**src/rtl/lr_d_h_feeder.sv**
```systemverilog
// Two-column H cache that replays forward-pass pre-activations in step with the returning gradient.
// Optional sticky empty-pop flag on h_underflow_out when LR_D_H_UNDERFLOW_FLAG_EN is defined.
module lr_d_h_feeder #(
  parameter int DEPTH = 16
) (
  input  logic                      clk,
  input  logic                      rst,
  input  logic                      h_wr_valid_in,
  input  logic signed [15:0]        h_wr_1_in,
  input  logic signed [15:0]        h_wr_2_in,
  output logic                      h_full_out,
  input  logic                      lr_d_valid_1_in,
  input  logic                      lr_d_valid_2_in,
  input  logic signed [15:0]        lr_d_data_1_in,
  input  logic signed [15:0]        lr_d_data_2_in,
  output logic                      lr_d_valid_1_out,
  output logic                      lr_d_valid_2_out,
  output logic signed [15:0]        lr_d_data_1_out,
  output logic signed [15:0]        lr_d_data_2_out,
  output logic signed [15:0]        lr_d_H_1_out,
  output logic signed [15:0]        lr_d_H_2_out,
  output logic [$clog2(DEPTH):0]    h_count_1_out,
  output logic [$clog2(DEPTH):0]    h_count_2_out
`ifdef LR_D_H_UNDERFLOW_FLAG_EN
  ,
  output logic                      h_underflow_out
`endif
);

  localparam int DATA_W = 16;
  localparam int AW     = $clog2(DEPTH);
  localparam int CW     = AW + 1;

  logic signed [DATA_W-1:0] mem_1 [DEPTH];
  logic signed [DATA_W-1:0] mem_2 [DEPTH];

  logic [AW-1:0] wr_ptr_1, wr_ptr_2;
  logic [AW-1:0] rd_ptr_1, rd_ptr_2;
  logic [CW-1:0] cnt_1, cnt_2;

  logic                     wr_en;
  logic                     pop_1, pop_2;
  logic signed [DATA_W-1:0] rd_h_1_p0, rd_h_2_p0;

  logic                     vld_1_p1, vld_2_p1;
  logic signed [DATA_W-1:0] data_1_p1, data_2_p1;
  logic signed [DATA_W-1:0] h_1_p1, h_2_p1;

  // Stage p0: admission, pop qualification and combinational read of the oldest entry
  assign h_full_out = (cnt_1 == CW'(DEPTH)) || (cnt_2 == CW'(DEPTH));
  assign wr_en      = h_wr_valid_in && !h_full_out;
  assign pop_1      = lr_d_valid_1_in && (cnt_1 != '0);
  assign pop_2      = lr_d_valid_2_in && (cnt_2 != '0);

  // An empty pop reads zero; a same-cycle write is never bypassed into the read.
  assign rd_h_1_p0  = pop_1 ? mem_1[rd_ptr_1] : '0;
  assign rd_h_2_p0  = pop_2 ? mem_2[rd_ptr_2] : '0;

  always_ff @(posedge clk) begin
    if (wr_en) begin
      mem_1[wr_ptr_1] <= h_wr_1_in;
      mem_2[wr_ptr_2] <= h_wr_2_in;
    end
  end

  always_ff @(posedge clk) begin
    if (rst) begin
      wr_ptr_1 <= '0;
      wr_ptr_2 <= '0;
      rd_ptr_1 <= '0;
      rd_ptr_2 <= '0;
      cnt_1    <= '0;
      cnt_2    <= '0;
    end else begin
      if (wr_en) begin
        wr_ptr_1 <= wr_ptr_1 + 1'b1;
        wr_ptr_2 <= wr_ptr_2 + 1'b1;
      end
      if (pop_1) rd_ptr_1 <= rd_ptr_1 + 1'b1;
      if (pop_2) rd_ptr_2 <= rd_ptr_2 + 1'b1;
      cnt_1 <= cnt_1 + CW'(wr_en) - CW'(pop_1);
      cnt_2 <= cnt_2 + CW'(wr_en) - CW'(pop_2);
    end
  end

  // Stage p1: registered outputs; data and H hold while their column is idle
  always_ff @(posedge clk) begin
    if (rst) begin
      vld_1_p1  <= 1'b0;
      vld_2_p1  <= 1'b0;
      data_1_p1 <= '0;
      data_2_p1 <= '0;
      h_1_p1    <= '0;
      h_2_p1    <= '0;
    end else begin
      vld_1_p1 <= lr_d_valid_1_in;
      vld_2_p1 <= lr_d_valid_2_in;
      if (lr_d_valid_1_in) begin
        data_1_p1 <= lr_d_data_1_in;
        h_1_p1    <= rd_h_1_p0;
      end
      if (lr_d_valid_2_in) begin
        data_2_p1 <= lr_d_data_2_in;
        h_2_p1    <= rd_h_2_p0;
      end
    end
  end

`ifdef LR_D_H_UNDERFLOW_FLAG_EN
  logic underflow_p1;

  always_ff @(posedge clk) begin
    if (rst) begin
      underflow_p1 <= 1'b0;
    end else if ((lr_d_valid_1_in && (cnt_1 == '0)) ||
                 (lr_d_valid_2_in && (cnt_2 == '0))) begin
      underflow_p1 <= 1'b1;
    end
  end

  assign h_underflow_out = underflow_p1;
`endif

  assign lr_d_valid_1_out = vld_1_p1;
  assign lr_d_valid_2_out = vld_2_p1;
  assign lr_d_data_1_out  = data_1_p1;
  assign lr_d_data_2_out  = data_2_p1;
  assign lr_d_H_1_out     = h_1_p1;
  assign lr_d_H_2_out     = h_2_p1;
  assign h_count_1_out    = cnt_1;
  assign h_count_2_out    = cnt_2;

endmodule

```
**config.mk**
```make
export PLATFORM = sky130hd
export DESIGN_NAME = lr_d_h_feeder
export DESIGN_NICKNAME = d
export VERILOG_FILES = /design/src/rtl/lr_d_h_feeder.sv
export SDC_FILE = /design/constraint.sdc
export NUM_CORES = 1
export LEC_CHECK = 0
export CAP_MARGIN = 20
export CORE_MARGIN = 1.5
export CORE_UTILIZATION = 41
export CTS_CLUSTER_SIZE = 24
export DETAILED_ROUTE_END_ITERATION = 7
export GPL_ROUTABILITY_DRIVEN = 1
export SETUP_SLACK_MARGIN = 0.5
export SLEW_MARGIN = 20
export SYNTH_ARGS = -nofsm -noshare
export SYNTH_HDL_FRONTEND = slang
export SYNTH_SLANG_ARGS = --single-unit
export TNS_END_PERCENT = 1
```
**constraint.sdc**
```tcl
create_clock -name clk -period 4.3 [get_ports clk]
set_clock_uncertainty 0.05 [all_clocks]
set_input_delay 0.43 -clock clk [delete_from_list [all_inputs] [get_ports clk]]
set_output_delay 0.43 -clock clk [all_outputs]
set_load 0.05 [all_outputs]
```
### Word level (Yosys, flattened, before mapping)

Memories as Yosys holds them, arrays and structs flattened. A register that Yosys moved wholly into a read port is not among the register bits.
Cells that the tools add are included.

* word-level logic and storage cells: 39
* register bits: 92
* input port bits: 69
* bits in writable memories: 512
* output and inout port bits: 77
* memories: 2

Memory list
* mem_1: depth 16, width 16, rd ports 1, clocked after Yosys merged registers in 1, write ports 1, line 34 `logic signed [DATA_W-1:0] mem_1 [DEPTH];`
* mem_2: depth 16, width 16, rd ports 1, clocked after Yosys merged registers in 1, write ports 1, line 35 `logic signed [DATA_W-1:0] mem_2 [DEPTH];`

* muxes and demuxes: 8
* reduce and logical (&&, ||, !) cells: 7
* $add $sub $neg: 8
* equal/unequal tests: 2

Operators with widths (count)
* 16-bit two-way mux: 2
* 4-bit by 1-bit adder with 4-bit output, second input constant: 4
* 4-bit two-way mux: 4
* 5-bit by 1-bit adder with 5-bit output: 2
* 5-bit equality test, second input constant: 2
* 5-bit nonzero test: 2
* 5-bit by 1-bit subtractor with 5-bit output: 2
* 1-bit logical AND: 3
* 1-bit two-way mux: 2
* 1-bit logical NOT: 1
* 1-bit logical OR: 1

### Depth between registers and ports, before layout

* depth in word-level cells: 6
* mapped depth: 16
* depth with buffers taken out: 14

### Worst setup path after synthesis

OpenSTA, ideal clock, no wires.

* path type: reg2reg
* start: register cnt_2[2], in the netlist h_count_2_out[2]
* end: register cnt_1[4], in the netlist h_count_1_out[4]
* setup slack: 1.015 ns
* arrival: 3.165 ns
* period minus slack after synthesis: 3.285 ns
* data required time: 4.180 ns
* stages on the path, launching flop included: 16
* path through: dfxtp_1 > inv_1 > ha_1 > nand4bb_1 > and3_1 > buf_4 > buf_2 > inv_1 > ha_1 > inv_1 > ha_1 > fa_1 > a21oi_1 > nor2_1 > or3_1 > a21oi_1

* longest elaborated chain between the ends: 6

Ends and longest elaborated chain
* start: declaration: line 39 `logic [CW-1:0] cnt_1, cnt_2;`
* start signal: assignment: line 82 `cnt_2 <= cnt_2 + CW'(wr_en) - CW'(pop_2);`
* 5-bit equality test: line 50 `assign h_full_out = (cnt_1 == CW'(DEPTH)) || (cnt_2 == CW'(DEPTH));`
* 1-bit logical OR: line 50
* 1-bit logical NOT: line 51 `assign wr_en = h_wr_valid_in && !h_full_out;`
* 1-bit logical AND: line 51
* 5-bit by 1-bit adder with 5-bit output: line 81 `cnt_1 <= cnt_1 + CW'(wr_en) - CW'(pop_1);`
* 5-bit by 1-bit subtractor with 5-bit output: line 81
* end signal: assignment: line 81
* end: declaration: line 39

No other way between the ends.
A chain may end at the register's enable or synchronous reset.

### Worst setup path in the final report

Same ends and word-level chain as after synthesis.

==> run summary <==
## Timing
- min Tclk post-route: 3.201 ns
- number of hold violations in the final report: 0
- setup TNS: 0 ns
- slew margin rel.: 0.2593
- count of pins over their slew limit: 0
- Max Clock Freq: 312.4 MHz
- Post-Route Hold Slack: 0.2122 ns
- number of setup violations in the final report: 0
- final worst-path cycle share: 0.7445
- unrepaired setup endpoints after global routing: false
- Worst Max-Slew Pin Slew: 1.111 ns

## Worst setup path
- launching instance or port of the critical path: h_count_2_out[2]
- endpoint type of the worst setup path: flip-flop
- maximum fanout encountered on the critical timing path: 33
- arrival time at the worst endpoint: 3.66 ns
- type of the setup path with the least slack: flip-flop to flip-flop
- CP Data Required Time: 4.76 ns
- Worst Setup Start Kind: flip-flop
- setup slack of the most critical reg-to-reg path: 1.10 ns
- source of the worst register-to-register timing path: h_count_2_out[2]

## Power
- net switching share of the total power: 0.2813
- ratio of total power to cell area: 561.2 nW/µm²
- Lkg Pwr: 9.286 nW
- clock network power share: 0.341
- total power: 15.59 mW
- cell internal pwr: 11.21 mW
- Sequential Power Share: 0.463
- switching power total: 4.386 mW
- Comb power frac: 0.196
- Worst VDD drop: 0.0003926 V

## GRT
- antenna violations before repair: 0
- wire length of the first global-routing pass: 74390 µm
- overall global routing resource usage: 0.1662
- largest net degree at the start of global routing: 65
- leftover overflow at the end of global routing: 0
- number of global-route vias before repair: 12159

## Synth
- Netlist Area Pre-Place: 23550 µm²
- Avg Cell Area, Syn: 17.87 µm²
- distinct cell type count of the synthesized netlist: 38
- Yosys top cell by area: sky130_fd_sc_hd__edfxtp_1
- number of nets in the synthesized netlist: 1411
- Synth Instances: 1318
- number of register bits inferred by synthesis: 612
- synth cell count leaders: sky130_fd_sc_hd__edfxtp_1, sky130_fd_sc_hd__mux2i_1, sky130_fd_sc_hd__dfxtp_1
- leading cell types by total area after synthesis: sky130_fd_sc_hd__edfxtp_1, sky130_fd_sc_hd__dfxtp_1, sky130_fd_sc_hd__mux2i_1
- cell with the most instances after synthesis: sky130_fd_sc_hd__edfxtp_1
- share of async-settable or async-resettable flops after synthesis: 0
- Syn. warnings: 0
- area fraction of the dominant cell type after synthesis: 0.6527
- number of synthesized flops with an enable pin: 512
- sequential element share of the synthesized area: 0.7377
- main flop type after synthesis: sky130_fd_sc_hd__edfxtp_1

## Drt
- Post-route DRC: 0
- total via count in the routed design: 11942
- initial detailed-routing violation count: 796
- WL/cell: 21.06 µm
- vias per cell: 5.201
- number of nets still failing antenna checks after routing: 0
- post-detailed-routing wire length: 48350 µm
- Detailed Routing Iterations Pass 1: 4

## Clocking
- worst-case clock buffer depth: 3
- cell at the root of the clock tree: sky130_fd_sc_hd__clkbuf_16
- CTS tree: built
- total of cells resized after clock tree synthesis: 0
- post-CTS repair timing setup buffer count: 0
- source-to-sink clock delay at the later pin of the worst-skew pair: 0.60 ns
- Reg clk slew, reported paths: 0.06 ns
- number of H-tree levels: 3
- hold-fix buffers at CTS: 0
- Num CTS Buffers: 66
- count of clock tree sinks: 612

## Layout
- Antenna diodes: 0
- fillers: 4759
- footprint of the multi-input gates: 5690 µm²
- Sequential Area: 17380 µm²
- final-stage net count: 1582
- proportion of layout cells with a drive suffix above 1: 0.1247
- post-synthesis to final-layout area growth: 17.97%
- number of cells in the finished layout apart from fillers: 2296

## Outcome
- status: finished clean

## Hold path
- hold crit path type: input port to flip-flop
- start point of the worst hold path: rst

## Job
- max-capacitance violation count: 0

## Place
- total half-perimeter wirelength after legalization and detailed placement: 29010 µm
- number of port buffers: 145
- total instance count after detailed placement: 2177
- GP Congestion: 0.7603

## Die
- number of standard-cell rows in the floorplan: 87
- I/O Pins: 146
- die height: 242.7 µm
- floorplan core area: 56600 µm²
- horizontal extent of the die: 242.7 µm
- initial core utilization: 0.4161
- die area: 58900 µm²

[critical path: stages, from the launching register on]
cell,delay [ns]
sky130_fd_sc_hd__dfxtp_1,0.35
sky130_fd_sc_hd__inv_1,0.07
sky130_fd_sc_hd__ha_1,0.22
sky130_fd_sc_hd__nand4bb_1,0.18
sky130_fd_sc_hd__and3_1,0.18
sky130_fd_sc_hd__buf_4,0.29
sky130_fd_sc_hd__inv_1,0.11
sky130_fd_sc_hd__ha_1,0.29
sky130_fd_sc_hd__inv_1,0.04
sky130_fd_sc_hd__ha_1,0.20
sky130_fd_sc_hd__fa_1,0.44
sky130_fd_sc_hd__a21oi_1,0.15
sky130_fd_sc_hd__nor2_1,0.06
sky130_fd_sc_hd__or3_1,0.34
sky130_fd_sc_hd__a21oi_1,0.14
[cell usage in the layout, fill, tap and decap left out, drive strengths merged]
master | netlist | layout
o21bai | 1 | 1
mux2i | 162 | 162
mux2 | 2 | 2
clkinv | 0 | 19
nand3 | 71 | 71
o21ai | 1 | 1
a21o | 2 | 2
and3 | 29 | 29
clkbuf | 12 | 94
xnor2 | 5 | 5
clkinvlp | 0 | 1
nand2b | 2 | 2
dfxtp | 100 | 100
inv | 21 | 26
nand4 | 4 | 4
and2 | 4 | 4
nor2 | 59 | 59
clkdlybuf4s50 | 0 | 144
nand2 | 39 | 39
or3 | 1 | 1
buf | 55 | 26
or4b | 2 | 2
nor4b | 6 | 6
fa | 2 | 2
nor3 | 5 | 5
a22oi | 96 | 96
xor2 | 10 | 10
ha | 22 | 22
nor2b | 19 | 19
a21oi | 7 | 7
nor3b | 1 | 1
mux4 | 64 | 64
edfxtp | 512 | 512
nand4bb | 2 | 2
[cells by family (layout without fill, tap and decap cells)]
family                     after synthesis  count (layout)  synth area share
DFF                                    612             612            0.7377
and+or+nand+nor                        244             244           0.05636
muxes                                  228             228            0.1320
AOI/OAI and AO/OA                      107             107           0.03325
buffers and inverters                   88             310           0.02173
adders and majority gates               24              24           0.01339
xor gates and xnor gates                15              15          0.005577
[metal layers]
metal | wire (µm) | part of all wire | GRT usage
met5 | 0 | 0 | 0
met1 | 21620 | 0.45 | 0.2243
met3 | 2379 | 0.049 | 0.03649
met4 | 1205 | 0.025 | 0.05280
met2 | 23150 | 0.48 | 0.2690
[state kept, by name, indices dropped and copies added (netlist names), 4 cells and up, named ones only]
register and count:
h_count_1_out 5, h_count_2_out 5, lr_d_H_1_out 16, lr_d_H_2_out 16, lr_d_data_1_out 16, lr_d_data_2_out 16, mem_1 256, mem_2 256
rd_ptr_1 4, rd_ptr_2 4, wr_ptr_1 4, wr_ptr_2 4
[final timing paths]
path,end,cells after the start
worst min-delay path,lr_d_data_1_out[1],2
worst min register to register,lr_d_H_2_out[14],2
worst max register to register,h_count_1_out[4],14
worst max-delay path,h_count_1_out[4],14
[layout make-up]
class	instances	share of cell area
clock buffer	94	0.06732
clock inverter	25	0.005629
sequential	612	0.6257
tap	756	0.03404
timing repair buffer	170	0.05971
inverter	21	0.002837
multi-input combinational	618	0.2048
[stage by stage]
| step | util | area, µm² | setup slack [ns] |
|---|---|---|---|
| 6_report | 0.4909 | 27790 | 1.099 |
| 5_1_grt | 0.4909 | 27790 | 0.7930 |
| 4_1_cts | 0.4909 | 27790 | 1.056 |
| 3_5_place_dp | 0.4551 | 25760 | 1.016 |
| 3_3_place_gp | 0.4551 | 25760 | 1.042 |
| 2_1_floorplan | - | 23550 | 1.015 |
[power groups by stage]
stage	Combinational (mW)	Sequential (mW)	Clock, mW
6_report	3.06	7.21	5.32
3_3_place_gp	3.07	7.34	0
3_5_place_dp	3.10	7.35	0
5_1_grt	3.32	7.28	5.66
4_1_cts	3.11	7.23	5.44
2_1_floorplan	1.98	7.60	0
Note: power is estimated with default switching activity, not from simulation.
